$ cat config.mk
export PLATFORM = sky130hd
export DESIGN_NAME = rpn_sequencer
export DESIGN_NICKNAME = d
export VERILOG_FILES = /design/src/rtl/rpn_sequencer.sv
export SDC_FILE = /design/constraint.sdc
export NUM_CORES = 1
export LEC_CHECK = 0
export CAP_MARGIN = 40
export CORE_ASPECT_RATIO = 1.5
export CORE_MARGIN = 2
export CORE_UTILIZATION = 53
export DETAILED_ROUTE_END_ITERATION = 8
export PLACE_DENSITY_LB_ADDON = 0.1
export SLEW_MARGIN = 10
export SYNTH_ARGS = -nofsm -noshare
export SYNTH_HDL_FRONTEND = slang
export SYNTH_SLANG_ARGS = --single-unit
$ cat constraint.sdc
create_clock -name CLK -period 2.9 [get_ports CLK]
set_clock_uncertainty 0.1 [all_clocks]
set_input_delay 0.435 -clock CLK [delete_from_list [all_inputs] [get_ports CLK]]
set_output_delay 0.435 -clock CLK [all_outputs]
set_load 0.005 [all_outputs]
$ cat src/rtl/rpn_sequencer.sv
// RPN token sequencer driving a stack-based ALU: pushes operands, folds operator results
// back onto the ALU stack, pops the final value and reports result/overflow/error.
module rpn_sequencer #(
  parameter int N         = 8,
  parameter int MAX_DEPTH = 1023,
  parameter int DEPTH_W   = 10
) (
  input  logic         CLK,
  input  logic         RST_N,
  input  logic         tok_valid,
  output logic         tok_ready,
  input  logic [1:0]   tok_kind,
  input  logic [N-1:0] tok_data,
  output logic [2:0]   alu_opcode,
  output logic [N-1:0] alu_data,
  input  logic [N-1:0] alu_result,
  input  logic         alu_ovf,
  output logic         res_valid,
  output logic [N-1:0] res_data,
  output logic         res_ovf,
  output logic         res_err
);

  typedef enum logic [3:0] {
    S_IDLE, S_PUSH, S_ISSUE, S_WAIT, S_CAPT, S_POP1, S_POP2, S_PUSHR,
    S_FPOP, S_FWAIT, S_DONE, S_ERR, S_FLUSH
  } state_t;

  typedef enum logic [2:0] {
    OP_NOP  = 3'b000,
    OP_ADD  = 3'b100,
    OP_MUL  = 3'b101,
    OP_PUSH = 3'b110,
    OP_POP  = 3'b111
  } opcode_t;

  localparam logic [DEPTH_W-1:0] MAX_D = DEPTH_W'(MAX_DEPTH);
  localparam logic [DEPTH_W-1:0] ONE   = DEPTH_W'(1);
  localparam logic [DEPTH_W-1:0] TWO   = DEPTH_W'(2);

  state_t               state_q, state_d;
  logic [DEPTH_W-1:0]   depth_q, depth_d;
  opcode_t              opcode_q, opcode_d;
  logic [N-1:0]         adata_q, adata_d;
  logic [N-1:0]         tmp_q, tmp_d;
  logic                 sticky_q, sticky_d;
  logic                 res_valid_q, res_valid_d;
  logic [N-1:0]         res_data_q, res_data_d;
  logic                 res_ovf_q, res_ovf_d;
  logic                 res_err_q, res_err_d;
  logic                 accept;

  assign tok_ready  = (state_q == S_IDLE) && !res_valid_q;
  assign accept     = tok_valid && tok_ready;
  assign alu_opcode = opcode_q;
  assign alu_data   = adata_q;
  assign res_valid  = res_valid_q;
  assign res_data   = res_data_q;
  assign res_ovf    = res_ovf_q;
  assign res_err    = res_err_q;

  // Opcode/data are computed for the state being entered, so the registered
  // opcode is visible for exactly the cycle spent in that state.
  always_comb begin
    state_d     = state_q;
    depth_d     = depth_q;
    opcode_d    = OP_NOP;
    adata_d     = adata_q;
    tmp_d       = tmp_q;
    sticky_d    = sticky_q;
    res_valid_d = 1'b0;
    res_data_d  = res_data_q;
    res_ovf_d   = res_ovf_q;
    res_err_d   = res_err_q;
    unique case (state_q)
      S_IDLE: begin
        if (accept) begin
          unique case (tok_kind)
            2'b00: begin
              if (depth_q == MAX_D) begin
                state_d = S_ERR;
              end else begin
                state_d  = S_PUSH;
                opcode_d = OP_PUSH;
                adata_d  = tok_data;
                depth_d  = depth_q + ONE;
              end
            end
            2'b01, 2'b10: begin
              if (depth_q >= TWO) begin
                state_d  = S_ISSUE;
                opcode_d = (tok_kind == 2'b01) ? OP_ADD : OP_MUL;
              end else begin
                state_d = S_ERR;
              end
            end
            default: begin
              if (depth_q == ONE) begin
                state_d  = S_FPOP;
                opcode_d = OP_POP;
                depth_d  = depth_q - ONE;
              end else begin
                state_d = S_ERR;
              end
            end
          endcase
        end
      end
      S_PUSH:  state_d = S_IDLE;
      S_ISSUE: state_d = S_WAIT;
      S_WAIT:  state_d = S_CAPT;
      S_CAPT: begin
        tmp_d = alu_result;
        // x/z on alu_ovf compares false here and so never sets the sticky bit
        if (alu_ovf == 1'b1) sticky_d = 1'b1;
        state_d  = S_POP1;
        opcode_d = OP_POP;
        depth_d  = depth_q - ONE;
      end
      S_POP1: begin
        state_d  = S_POP2;
        opcode_d = OP_POP;
        depth_d  = depth_q - ONE;
      end
      S_POP2: begin
        state_d  = S_PUSHR;
        opcode_d = OP_PUSH;
        adata_d  = tmp_q;
        depth_d  = depth_q + ONE;
      end
      S_PUSHR: state_d = S_IDLE;
      S_FPOP:  state_d = S_FWAIT;
      S_FWAIT: state_d = S_DONE;
      S_DONE: begin
        res_valid_d = 1'b1;
        res_data_d  = alu_result;
        res_ovf_d   = sticky_q;
        res_err_d   = 1'b0;
        sticky_d    = 1'b0;
        state_d     = S_IDLE;
      end
      S_ERR: begin
        res_valid_d = 1'b1;
        res_ovf_d   = sticky_q;
        res_err_d   = 1'b1;
        sticky_d    = 1'b0;
        if (depth_q != '0) begin
          state_d  = S_FLUSH;
          opcode_d = OP_POP;
          depth_d  = depth_q - ONE;
        end else begin
          state_d = S_IDLE;
        end
      end
      S_FLUSH: begin
        if (depth_q != '0) begin
          opcode_d = OP_POP;
          depth_d  = depth_q - ONE;
        end else begin
          state_d = S_IDLE;
        end
      end
      default: state_d = S_IDLE;
    endcase
  end

  always_ff @(posedge CLK or negedge RST_N) begin
    if (!RST_N) begin
      state_q     <= S_IDLE;
      depth_q     <= '0;
      opcode_q    <= OP_NOP;
      adata_q     <= '0;
      tmp_q       <= '0;
      sticky_q    <= 1'b0;
      res_valid_q <= 1'b0;
      res_data_q  <= '0;
      res_ovf_q   <= 1'b0;
      res_err_q   <= 1'b0;
    end else begin
      state_q     <= state_d;
      depth_q     <= depth_d;
      opcode_q    <= opcode_d;
      adata_q     <= adata_d;
      tmp_q       <= tmp_d;
      sticky_q    <= sticky_d;
      res_valid_q <= res_valid_d;
      res_data_q  <= res_data_d;
      res_ovf_q   <= res_ovf_d;
      res_err_q   <= res_err_d;
    end
  end

endmodule

# == After elaboration in Yosys (flattened, before gate mapping) ==
# Index checks and enable logic that the tools add are counted.
# totals
regBits,45
input_bits,22
output_inout_bits,23
wordCells,84
# op_classes
addsub,2
order_cmp,1
eq_ne,23
muxes,30
reduce_logical,18
# ops
operator,count
$mux W10,4
$pmux W10 S4,1
$pmux W4 S10,1
$mux W8,3
$eq A4 B4 Y1 const B,5
$mux W4,5
$pmux W10 S2,1
$pmux W8 S2,1
$mux W3,5
$eq A4 B3 Y1 const B,3
$pmux W3 S4,1
$add A10 B1 Y10 const B,1
$eq A10 B1 Y1 const B,1
$eq A10 B10 Y1 const B,1
$ge A10 B2 Y1 const B,1
$ne A2 B2 Y1 const B,5
$reduce_bool A10 Y1,1
$sub A10 B1 Y10 const B,1
$eq A4 B2 Y1 const B,2
$pmux W4 S2,1
$reduce_or A2 Y1,4
$pmux W3 S2,1
$reduce_and A6 Y1,1
$reduce_bool A2 Y1,3
other kinds (15),21

# == Longest topological paths before layout ==
# Gate-level depths: netlist (run 1).
# depth
depth_word,6
depth_mapped,8
ltp_nobuf,7

# == Least setup slack after synthesis (run 1) ==
# OpenSTA, ideal clock, no wires.
# synth_timing
path_kind,input -> register
start,input tok_kind[0]
end,register depth_q[2]
setup_ns,0.131
t_arrival_ns,2.110
required_time_ns,2.669
path_slack_ns,0.559
stages,7
path_buffers,0
cell_sequence,inv_1 -> ha_1 -> or4b_1 -> a221o_1 -> a21oi_2 -> o211ai_1 -> xnor2_1
# synth_via
elab_chain_cells,5
elab_cells_between_ends,11
classes_between,eq/ne: 5; mux: 3; reduce/logical: 3
# synth_lines
element,line,text
"start, declared",12,"input logic [1:0] tok_kind,"
$eq A2 B1 Y1 or $eq A2 B2 Y1 (tied branches),78,unique case (tok_kind)
$reduce_or A2 Y1,78,
$pmux W10 S2,78,
$mux W10,77,if (accept) begin
$pmux W10 S4,75,unique case (state_q)
"end signal, assigned",181,depth_q <= depth_d;
"end, declared",42,"logic [DEPTH_W-1:0] depth_q, depth_d;"
# Several ways; a longest one is shown, not always the timed one. The select of a mux whose other input is x is not followed.
# A chain may end at the register's enable or synchronous reset.

# == Worst setup path after layout (run 1) ==
# layout_timing
start,register state_q[1]
end,output tok_ready
# layout_via
elab_chain_cells,2
# layout_lines
element,line,text
"start, declared",41,"state_t state_q, state_d;"
"start signal, assigned",180,state_q <= state_d;
$logic_not A4 Y1,53,assign tok_ready = (state_q == S_IDLE) && !res_valid_q;
$logic_and A1 B1 Y1,53,
"end, declared",11,"output logic tok_ready,"
# No other way between the ends.

==> impl_metrics.py, run 1 <==
metrics = {
    "clock_network": {
        "root_buffer": "clkbuf_8",
        "cts_tree": "built",
        "worstSkewPairLatency_ns": 0.30,
        "clock-sinks": 45,
        "clk_pin_slew_ns": 0.08,
        "numCtsBuffers": 5,
        "cts_max_path_buffers": 2,
        "post_cts_resized": 0,
        "cts.htree.levels": 2,
    },
    "worst_setup_path": {
        "r2r_cells": 7,
        "endpoint_kind": "output pin",
        "max_stage_delay_ns": 0.62,
        "rr_endpoint": "depth_q[0]",
        "cp_cell_sequence": "or4_4, nor2_1, clkdlybuf4s50_1",
        "rr_startpoint": "state_q[3]",
        "worst-endpoint-required_ns": 2.37,
        "cp.arrival_ns": 2.05,
        "cp_max_fo": 8,
        "worstSetupStartpointType": "register",
        "slowest_stage": "or4_4",
        "rrSetupSlack_ns": 0.56,
        "worstSetupPathType": "register to output pin",
    },
    "sta": {
        "holdWs_ns": 0.381,
        "rsz0062_at_grt": "no",
        "fin_crit_sh_pct": 89.3,
        "finalSetupViolCount": 0,
        "maxSlewViolCount": 0,
        "period_needed_ns": 2.59,
        "worst_slew_pin_slew_ns": 0.588,
        "clock.fmax_ghz": 0.386,
        "max-slew-margin-rel_pct": 60.7,
        "fin_setup_tns_ns": 0,
        "hold_viol_final": 0,
    },
    "synthesis": {
        "yosys_warnings": 0,
        "synth_edf_count": 0,
        "synth_fp_nets": 280,
        "synthFlopType": "dfrtp_1",
        "ys_types": 54,
        "syn_inst": 251,
        "synth_area_per_cell_sq_um": 10.1,
        "synth-seq-cells": 45,
        "ys_seq_area_share_pct": 44.4,
        "async_reset_ff_share_pct": 100,
        "syn_area_sq_um": 2540,
    },
    "route": {
        "drc": 0,
        "via_per_inst": 5.69,
        "drt_iter0_drc": 122,
        "wirelength_mm": 5.71,
        "vias": 2115,
        "first_pass_iters": 4,
        "wl_per_cell_microns": 15.4,
        "antenna_left": 0,
    },
    "cells_and_area": {
        "nets": 337,
        "diodes": 0,
        "seq_area_sq_um": 1130,
        "final_cell_mix": "45 x dfrtp_1, 43 x clkdlybuf4s50_1, 21 x nor2_1",
        "area_growth_pct": 27.6,
        "final_layout_size_suffix_gt1_share_pct": 17.2,
        "num-fill-cells": 359,
        "final_common_cell": "dfrtp_1",
        "final_cells": 372,
        "final_cell_area_sq_um": 3240,
        "multiInputGateArea_sq_um": 1320,
    },
    "placement": {
        "placed_area_sq_um": 3140,
        "dp.cells": 364,
        "hpwlAfterDp_mm": 4.30,
        "io_buffers": 44,
        "place.gp.congestion": 0.921,
    },
    "floorplanning": {
        "die-area_sq_um": 5370,
        "rows": 30,
        "coreArea_sq_um": 4580,
        "initial_core_util_pct": 55.4,
        "die_y_microns": 88.8,
        "die_w_microns": 60.5,
        "io_pins": 45,
    },
    "power_and_ir_drop": {
        "p_leak_nw": 1.33,
        "max-vdd-ir-drop_mv": 0.664,
        "pwr_density_cell_nw_per_um2": 991,
        "power_mw": 3.21,
    },
    "grt": {
        "grt-ovfl-total": 0,
        "grt_pass1_wl_mm": 9.86,
        "grt_max_degree": 29,
        "grt_use_total_pct": 24.2,
        "antenna_found_initial": 0,
        "grt_pass1_vias": 2121,
    },
    "min_path": {
        "hold_end": "res_ovf",
        "whs_path_depth": 2,
        "worstHoldStart": "sticky_q",
        "holdCritPathClass": "register to register",
    },
    "job": {
        "drv_cap": 0,
    },
    "status": {
        "status": "finished clean",
    },
}
==> metal layers <==
metal	GRT usage, %	wire length (microns)	vias to the layer above
met3	5.26	316	10
met5	0	0	-
met4	8.50	104	0
met2	42.5	2950	69
met1	28.6	2350	1005
li1	-	-	1031
==> report_power, final <==
| group | internal [mW] | total (mW) | switching (mW) |
|---|---|---|---|
| Combinational | 0.863 | 1.63 | 0.771 |
| Clock | 0.189 | 0.404 | 0.216 |
| Sequential | 0.916 | 1.17 | 0.254 |
| Total | 1.97 | 3.21 | 1.24 |
==> Yosys cell counts, types with 2 or more instances <==
| cell type | number | share of area (%) |
|---|---|---|
| o21ai_0 | 6 | 1.2 |
| nor3_2 | 2 | 0.79 |
| nor3_1 | 7 | 1.4 |
| xnor2_1 | 10 | 3.4 |
| nor2_1 | 21 | 3.1 |
| and3_1 | 4 | 0.99 |
| or3b_2 | 2 | 0.69 |
| a21oi_2 | 3 | 1.0 |
| o31ai_1 | 4 | 1.2 |
| a22o_1 | 2 | 0.69 |
| nand4_1 | 4 | 0.99 |
| buf_6 | 2 | 0.89 |
| ha_1 | 7 | 3.4 |
| a22oi_1 | 2 | 0.59 |
| o211ai_1 | 8 | 2.4 |
| nor2b_1 | 2 | 0.49 |
| nand3_1 | 7 | 1.4 |
| inv_1 | 11 | 1.6 |
| a21o_1 | 2 | 0.59 |
| dfrtp_1 | 45 | 44 |
| mux2i_1 | 9 | 3.5 |
| mux2_2 | 16 | 7.1 |
| nand2_1 | 15 | 2.2 |
| nor4_1 | 4 | 0.99 |
| clkbuf_1 | 8 | 1.2 |
| a31oi_1 | 3 | 0.74 |
| a211oi_1 | 2 | 0.59 |
| a21oi_1 | 17 | 3.4 |
==> cells by family (layout without fill, tap and decap cells) <==
kind of cell | count (synthesis) | count (layout) | synth area share [%]
and+or+nand+nor | 79 | 79 | 16.8
muxes | 25 | 25 | 10.6
xor gates and xnor gates | 11 | 11 | 3.79
AOI/OAI and AO/OA | 61 | 61 | 16.9
buffers and inverters | 23 | 80 | 4.04
adders and majority gates | 7 | 7 | 3.45
DFF | 45 | 45 | 44.4
==> stage by stage <==
stage | util [%] | setup WS [ns]
final | 70.7 | 0.311
after global routing | 70.7 | 0.244
after CTS | 70.7 | 0.316
after detailed placement | 68.5 | 0.0520
after global placement | 68.1 | 0.0943
after floorplan | - | 0.559
==> how the worst max path moves through the flow <==
stage	endpoint	cells after the start	from	slack [ns]
floorplan	depth_q[2]	7	tok_kind[0]	0.56
global placement	depth_q[2]	9	tok_kind[1]	0.09
detailed placement	depth_q[0]	9	tok_kind[1]	0.05
CTS	tok_ready	3	state_q[1]	0.32
global route	depth_q[7]	9	tok_kind[1]	0.24
finish	tok_ready	3	state_q[1]	0.31
==> repair_timing <==
action | CTS | global route
hold buffers | 1 | 0
buffers inserted | 0 | 0
hold endpoints to repair | 17 | 0
==> registers in the layout (all words and copies together) (netlist names), 3 cells and up <==
register	cells
alu_data	8
alu_opcode	3
depth_q	10
res_data	8
state_q	4
tmp_q	8
==> area by class of cell <==
type / instances / share of cell area [%]
well taps: 64 / 2.47
multi-input cells: 183 / 40.6
repair buffers: 62 / 18.1
clock inverters: 1 / 0.232
inverters: 11 / 1.28
clock buffers: 6 / 2.55
flip-flops and latches: 45 / 34.8
==> critical path, delay by kind of cell, from the launching register on <==
kind / cells / cell delay, ns
buf+inv: 1 / 0.53
flops: 1 / 0.48
simple gates: 2 / 0.75
No activity file was read; power rests on OpenSTA's default activity.
==> run 2, diff against run 1 <==
Settings changed: CORE_UTILIZATION 53 to 61, DONT_BUFFER_PORTS set to 1, TNS_END_PERCENT set to 50.
Clock period 2.9 ns to 2.7 ns, I/O delays scaled along.
==> run 2 against run 1 <==
Against the previous run:
- cell area fell by 14%
- clock-buffer cell count unchanged
- sequential cell count unchanged
- core utilization decreased by 0.51 points
- sequential power rose by 11%
- critical path depth grew 2
- critical path type is now register to register
- critical endpoint is now alu_data[0]
- largest cell class unchanged
==> impl_metrics.py, run 2 (same netlist as run 1, synthesis figures left out) <==
metrics = {
    "status": {
        "status": "finished clean",
    },
    "power_and_ir_drop": {
        "pwr_density_cell_nw_per_um2": 1150,
        "p_leak_nw": 1.16,
        "max-vdd-ir-drop_mv": 0.850,
    },
    "worst_setup_path": {
        "rr_startpoint": "state_q[3]",
        "crit_path_start": "state_q[3]",
        "r2r_cells": 5,
        "endpoint_kind": "register",
        "worst-endpoint-required_ns": 2.82,
        "cp_max_fo": 16,
        "worstSetupStartpointType": "register",
        "cp.arrival_ns": 2.47,
        "rr_endpoint": "alu_data[0]",
        "rrSetupSlack_ns": 0.35,
        "worstSetupPathType": "register to register",
    },
    "route": {
        "wirelength_mm": 5.51,
        "vias": 1977,
        "drc": 0,
        "first_pass_iters": 4,
        "drt_iter0_drc": 107,
        "via_per_inst": 6.48,
        "wl_per_cell_microns": 18.1,
        "antenna_left": 0,
    },
    "sta": {
        "worst_slew_pin_slew_ns": 0.717,
        "finalSetupViolCount": 0,
        "max-slew-margin-rel_pct": 51.9,
        "fin_ws_ns": 0.349,
        "maxSlewViolCount": 0,
        "period_needed_ns": 2.35,
        "fin_crit_sh_pct": 87.1,
        "clock.fmax_ghz": 0.425,
        "fin_setup_tns_ns": 0,
        "rsz0062_at_grt": "no",
        "hold_viol_final": 0,
    },
    "cells_and_area": {
        "seq_area_sq_um": 1130,
        "largest_reg_flops": 10,
        "final_cell_area_sq_um": 2780,
        "fin_util_pct": 70.2,
        "final_layout_size_suffix_gt1_share_pct": 18.5,
        "nets": 288,
        "num-fill-cells": 332,
        "final_cell_mix": "45 x dfrtp_1, 21 x nor2_1, 17 x a21oi_1",
        "registers.top_by_ff_count": "depth_q",
        "final_common_cell": "dfrtp_1",
        "multiInputGateArea_sq_um": 1320,
        "diodes": 0,
        "area_growth_pct": 9.46,
    },
    "placement": {
        "pre_cts_ws_ns": 0.313,
        "io_buffers": 0,
        "hpwlAfterDp_mm": 3.98,
        "place.gp.congestion": 0.901,
        "placed_area_sq_um": 2620,
    },
    "clock_network": {
        "numCtsBuffers": 5,
        "cts.htree.levels": 2,
        "clock-sinks": 45,
        "worstSkewPairLatency_ns": 0.29,
        "cts_tree": "built",
        "post_cts_resized": 0,
        "root_buffer": "clkbuf_8",
        "cts_max_path_buffers": 2,
        "clk_pin_slew_ns": 0.09,
    },
    "floorplanning": {
        "die_y_microns": 83.0,
        "die-area_sq_um": 4700,
        "coreArea_sq_um": 3960,
        "initial_core_util_pct": 64.1,
        "io_pins": 45,
        "rows": 28,
        "die_w_microns": 56.7,
    },
    "grt": {
        "grt_pass1_wl_mm": 9.43,
        "grt_max_degree": 46,
        "antenna_found_initial": 0,
        "grt-ovfl-total": 0,
        "grt_pass1_vias": 2067,
        "grt_use_total_pct": 25.1,
    },
    "min_path": {
        "worstHoldStart": "alu_result[3]",
        "holdCritPathClass": "primary input to register",
        "whs_path_depth": 1,
        "hold_end": "res_data[3]",
    },
    "job": {
        "drv_cap": 0,
    },
}
==> run 2: final cells by class <==
class | count | area share (%)
Tap cell | 45 | 2.03
Inverter | 11 | 1.49
Sequential cell | 45 | 40.5
Timing Repair Buffer | 13 | 4.32
Clock inverter | 2 | 1.35
Clock buffer | 6 | 2.97
Multi-Input combinational cell | 183 | 47.3
==> run 2: worst max path at each step <==
stage	end	slack, ns	cells past startpoint
after detailed placement	depth_q[9]	0.31	8
after global placement	depth_q[4]	0.35	8
final	alu_data[0]	0.35	5
after floorplan	depth_q[2]	0.39	7
after global routing	depth_q[3]	0.21	6
after CTS	alu_data[0]	0.35	5
==> run 2: metrics by stage <==
stage | cells | power (mW) | hold WS, ns
6_report | 305 | 3.21 | 0.158
5_1_grt | 305 | 3.44 | 0.139
4_1_cts | 305 | 3.22 | 0.150
3_5_place_dp | 295 | 2.67 | 0.0105
3_3_place_gp | 295 | 2.63 | 0.0105
2_1_floorplan | 251 | 2.32 | 0.00941
==> run 2: worst max-delay path, cell delays in order, from the launching register on <==
cell,delay [ns]
dfrtp_1,0.57
or4_4,0.53
or3b_4,0.45
o21bai_4,0.39
nor2_1,0.07
a21oi_1,0.14
==> run 2: per-layer routing <==
metal	global-route usage [%]	vias up	wire, microns
met4	8.44	0	102
met2	45.0	61	3010
met1	29.3	975	2140
met5	0	-	0
met3	4.83	11	260
li1	-	930	-
==> run 2: repair_timing <==
| action | in CTS | in global routing |
|---|---|---|
| setup buffers | 0 | 0 |
| hold buffers | 2 | 0 |
| endpoints found under the hold margin | 45 | 0 |
==> run 2: report_power, final <==
part           internal, mW  switching (mW)
Sequential            0.985           0.315
Clock                 0.301           0.227
Combinational         0.643           0.735
Total                  1.93            1.28
==> run 3, diff against run 2 <==
Settings changed: SLEW_MARGIN 10 to 20.
==> results of run 3 <==
The final DEF is identical to that of run 2; final timing and power are the same.
==> edit 1: new RTL, config.mk and constraints of run 1 <==
The parameter `N` goes from 8 to 7.
--- a/src/rtl/rpn_sequencer.sv
+++ b/src/rtl/rpn_sequencer.sv
@@ -1,7 +1,7 @@
 // RPN token sequencer driving a stack-based ALU: pushes operands, folds operator results
 // back onto the ALU stack, pops the final value and reports result/overflow/error.
 module rpn_sequencer #(
-  parameter int N         = 8,
+  parameter int N         = 7,
   parameter int MAX_DEPTH = 1023,
   parameter int DEPTH_W   = 10
 ) (
Ports: changed (resized alu_data, alu_result, res_data and tok_data); port bits go from 45 to 41. No check against the original RTL was run, so the function may have changed too.
==> edit 1 against run 1 <==
Final cell count down 15%. Non-clock buffer count down 14. Global-route usage down 3.8 points. Clock power down 3%. Power down 7.3%. Area after synthesis down 6.8%. Sequential cell count down 3. Sequential share of layout area up 1.3 points. Final area down 10%. Combinational power down 13%. Routed wire length down 16%. Setup slack worse by 0.027 ns. Critical path type unchanged. Critical endpoint unchanged. Largest power group unchanged. Highest routed layer unchanged.
==> edit 1: results <==
[outcome]
outcome = "completed"

[route]
totalWireLength_um = 4787
vias = 1873
drc = 0
drtPass1Iterations = 4
drt_iter0_markers = 65
drt-wirelength-per-cell_um = 15.05

[final_layout]
fin_nets = 298
antenna_cells = 0
final_layout_size_suffix_gt1_share_pct = 18.01
regMostFlops = "depth_q"
largest_reg_flops = 10

[clocking]
cts_made_buffers = 5
clockBufferDepth = 2
ctsHtreeMaxLevel = 2
clk_latency_ns = 0.29
cts_root_buf = "clkbuf_8"
ctsResizeCount = 0
path_clk_slew_ns = 0.08

[worst_hold_path]
holdCritPathClass = "reg2reg"

[power_and_ir_drop]
peakVddDrop_mv = 0.7441
power.leakage_uw = 0.001222

[placed_design]
gpl.final_weighted_congestion = 0.8497
placed_area_um2 = 2809
placedCellCount = 309
dp_hpwl_um = 3559
pre_cts_ws_ns = 0.3126
port-buffer-count = 40

[synthesis]
syn_nets = 257
synthArstFlopShare_pct = 100.0
yosysSeqAreaShare_pct = 44.40
yosys_warnings = 0
synthAdderAreaFrac_pct = 3.700
ys_top_cells_by_count = "dfrtp_1 (42), nor2_1 (19), mux2_2 (15), a21oi_1 (12), nand2_1 (12)"
synthMuxAreaShare_pct = 10.94
synth_area_leaders = "dfrtp_1 (44%), mux2_2 (7.1%), mux2i_1 (3.8%), ha_1 (3.7%), nor2_1 (3.0%)"
syn_avg_cell_area_um2 = 10.29
ys_types = 51
synth_compound_area_share_pct = 12.68
synth_xor_area_share_pct = 4.070

[grt]
grt_pass1_vias = 1749
grt_max_degree = 28
grt_first_pass_wirelength_um = 7941
antenna_found_initial = 0
grt_use_total_pct = 20.33

[die]
placementRows = 29

[setup_path]
slowest_delay_ns = 0.53
worstPathArrival_ns = 2.08
path_delay_family = "simple AND/OR/NAND/NOR gates"
critPathMaxFanout = 11
crit_slowest_cell = "dfrtp_1"

[sta]
worstMarginPinSlew_ns = 0.6837
-- edit 1: per-layer routing --
layer  part of all wire, %  track usage (%)
met1                    43            25.81
met2                    50            34.22
met3                   5.5            3.771
met4                   1.4            7.231
met5                     0                0
-- edit 1: repair_timing --
item                                    CTS  global route
setup buffers                             0             0
endpoints found under the setup margin    0             0
hold endpoints to repair                 15             0
hold buffers                              1             0
-- edit 1: worst register-to-register path, stage by stage (launching register included) --
cell,delay [ns]
dfrtp_1,0.45
inv_1,0.13
ha_1,0.18
or3b_2,0.53
nor4_4,0.33
inv_2,0.06
o221ai_2,0.17
buf_4,0.23
o21bai_1,0.15
xnor2_1,0.13
-- edit 1: layout make-up --
type	count	area, um2
fillers	336	1331
multi-input cells	163	1199
flip-flops and latches	42	1051
repair buffers	48	470.5
clock buffers	6	82.58
well taps	46	57.56
inverters	11	41.29
clock inverters	2	12.51
-- edit 1: logic make-up after synthesis --
group / count (synthesis)
simple gates: 79
buf+inv: 25
compound gates: 42
xor+xnor: 11
flops: 42
mux: 24
fa+ha+maj: 7
-- edit 1: final timing paths --
path | from | endpoint | slack (ns) | depth (start not counted)
max in group asynchronous | RST_N | res_data[6] | 1.73 | 3
hold / removal | sticky_q | res_ovf | 0.38 | 2
setup / recovery | state_q[2] | tok_ready | 0.28 | 3
hold reg to reg | sticky_q | res_ovf | 0.38 | 2
min in group asynchronous | RST_N | res_data[2] | 0.49 | 2
setup reg to reg | depth_q[0] | depth_q[6] | 0.37 | 9
-- edit 1: power breakdown --
group,internal (uW),leakage [uW],switching (uW)
Sequential,873,0.000503,295
Combinational,767,0.000672,648
Clock,191,0.0000472,202
Total,1830,0.00122,1140
==> edit 2: new RTL, flow settings as in run 1 <==
Without the edit above. Take the reset off `adata_q` and `res_data_q` and load them in a clocked block of their own.
--- a/src/rtl/rpn_sequencer.sv
+++ b/src/rtl/rpn_sequencer.sv
@@ -169,26 +169,27 @@
       state_q     <= S_IDLE;
       depth_q     <= '0;
       opcode_q    <= OP_NOP;
-      adata_q     <= '0;
       tmp_q       <= '0;
       sticky_q    <= 1'b0;
       res_valid_q <= 1'b0;
-      res_data_q  <= '0;
       res_ovf_q   <= 1'b0;
       res_err_q   <= 1'b0;
     end else begin
       state_q     <= state_d;
       depth_q     <= depth_d;
       opcode_q    <= opcode_d;
-      adata_q     <= adata_d;
       tmp_q       <= tmp_d;
       sticky_q    <= sticky_d;
       res_valid_q <= res_valid_d;
-      res_data_q  <= res_data_d;
       res_ovf_q   <= res_ovf_d;
       res_err_q   <= res_err_d;
     end
   end
 
+  always_ff @(posedge CLK) begin
+    adata_q    <= adata_d;
+    res_data_q <= res_data_d;
+  end
+
 endmodule
 
Formal check against the unedited RTL: not equivalent (Yosys sat finds a counterexample within 4 cycles, from zero or initial values and one cycle with RST_N low).
==> edit 2 against run 1 <==
Power fell by 5.0%. Worst hold slack barely moved. Count of clock-buffer cells in the layout fell by 1. Final area fell by 3.1%. Critical path depth did not move. Sequential cell count did not move. Routed wire length fell by 4.0%. Synthesized cell count fell by 9.6%. Final cell count fell by 9.4%. Register-to-register slack got worse by 0.04 ns. Area after synthesis fell by 0.94%. Sequential power barely moved. Setup slack got worse by 0.013 ns. Maximum frequency fell by 0.48%. Largest cell class unchanged.
==> edit 2: results <==
[setup_path]
cp-startpoint = "state_q[2]"
worstPathArrival_ns = 2.07
r2r_slack_ns = 0.52
critPathMaxFanout = 14
critical_path_class = "reg2out"
crit_end = "tok_ready"
rr_endpoint = "alu_data[7]"
reg2reg_depth = 4

[clocking]
path_clk_slew_ns = 0.09
clockBufferDepth = 2
cts_root_buf = "clkbuf_8"
clk_latency_ns = 0.30
post_cts_buffers = 0
ctsHtreeMaxLevel = 2

[synthesis]
ys_types = 53
syn_avg_cell_area_um2 = 11.08
synthArstFlopShare_pct = 64.44
synth_edf_count = 16
ys_top_cells_by_count = "dfrtp_1 (29), edfxtp_1 (16), mux2_2 (16), nand2_1 (15), nor2_1 (13)"
yosysSeqAreaShare_pct = 47.96
syn_nets = 256
synth_flop_cell = "dfrtp_1"
synth_area_leaders = "dfrtp_1 (29%), edfxtp_1 (19%), mux2_2 (7.2%), ha_1 (3.5%), xnor2_1 (3.5%)"

[route]
avgViaCountPerCell = 5.938
drt_iter0_markers = 51
drt-wirelength-per-cell_um = 16.28
totalWireLength_um = 5485
drc = 0

[worst_hold_path]
whs_path_depth = 2
worstHoldStart = "res_err"
holdCritPathClass = "reg2reg"
hold_path_end = "res_err"

[grt]
grt_first_pass_wirelength_um = 8963
grt_use_total_pct = 22.39
antenna_found_initial = 0
grt_pass1_vias = 1956
grt_max_degree = 30

[power_and_ir_drop]
combinationalPowerShare_pct = 46.0
power.leakage_uw = 0.001197
peakVddDrop_mv = 0.5965
netSwitchingFraction_pct = 38.40
finalPower_uw = 3047
clock_power_share_pct = 15.6

[sta]
hold_slack_ns = 0.3805
worstMarginPinSlew_ns = 0.8103
fin_crit_sh_pct = 89.70

[final_layout]
largest_reg_flops = 10
final_layout_size_suffix_gt1_share_pct = 15.75
fin_nets = 301

[placed_design]
placedCellCount = 329
dp_hpwl_um = 4026
gpl.final_weighted_congestion = 0.8685
placed_area_um2 = 3029
pre_cts_ws_ns = 0.09573
port-buffer-count = 44

[outcome]
outcome = "completed"
==> edit 2: layout make-up <==
class,instances,area [um2]
clock inverters,3,41.29
well taps,64,80.08
repair buffers,52,500.5
inverters,7,26.28
flip-flops and latches,45,1206
fillers,380,1403
clock buffers,5,68.82
multi-input cells,161,1216
==> edit 2: cell families (layout without fill, tap and decap cells) <==
kind of cell    Yosys count  after routing  synth area share, %
compound gates           53             53                16.07
xor+xnor                 10             10                3.482
fa+ha+maj                 7              7                3.482
buf+inv                  21             67                3.682
flops                    45             45                47.96
mux                      17             17                7.562
simple gates             74             74                17.76
==> edit 2: critical path: stages, from the launching register on <==
cell and delay (ns):
dfrtp_1 0.52, or4_1 0.61, nor2_1 0.13, clkdlybuf4s50_1 0.51
==> edit 2: per-layer routing <==
metal | track usage [%] | wire, um | vias up
li1 | - | - | 942
met1 | 24.43 | 2189 | 992
met2 | 40.81 | 2955 | 61
met3 | 4.971 | 273 | 6
met4 | 8.889 | 67 | 0
met5 | 0 | 0 | -
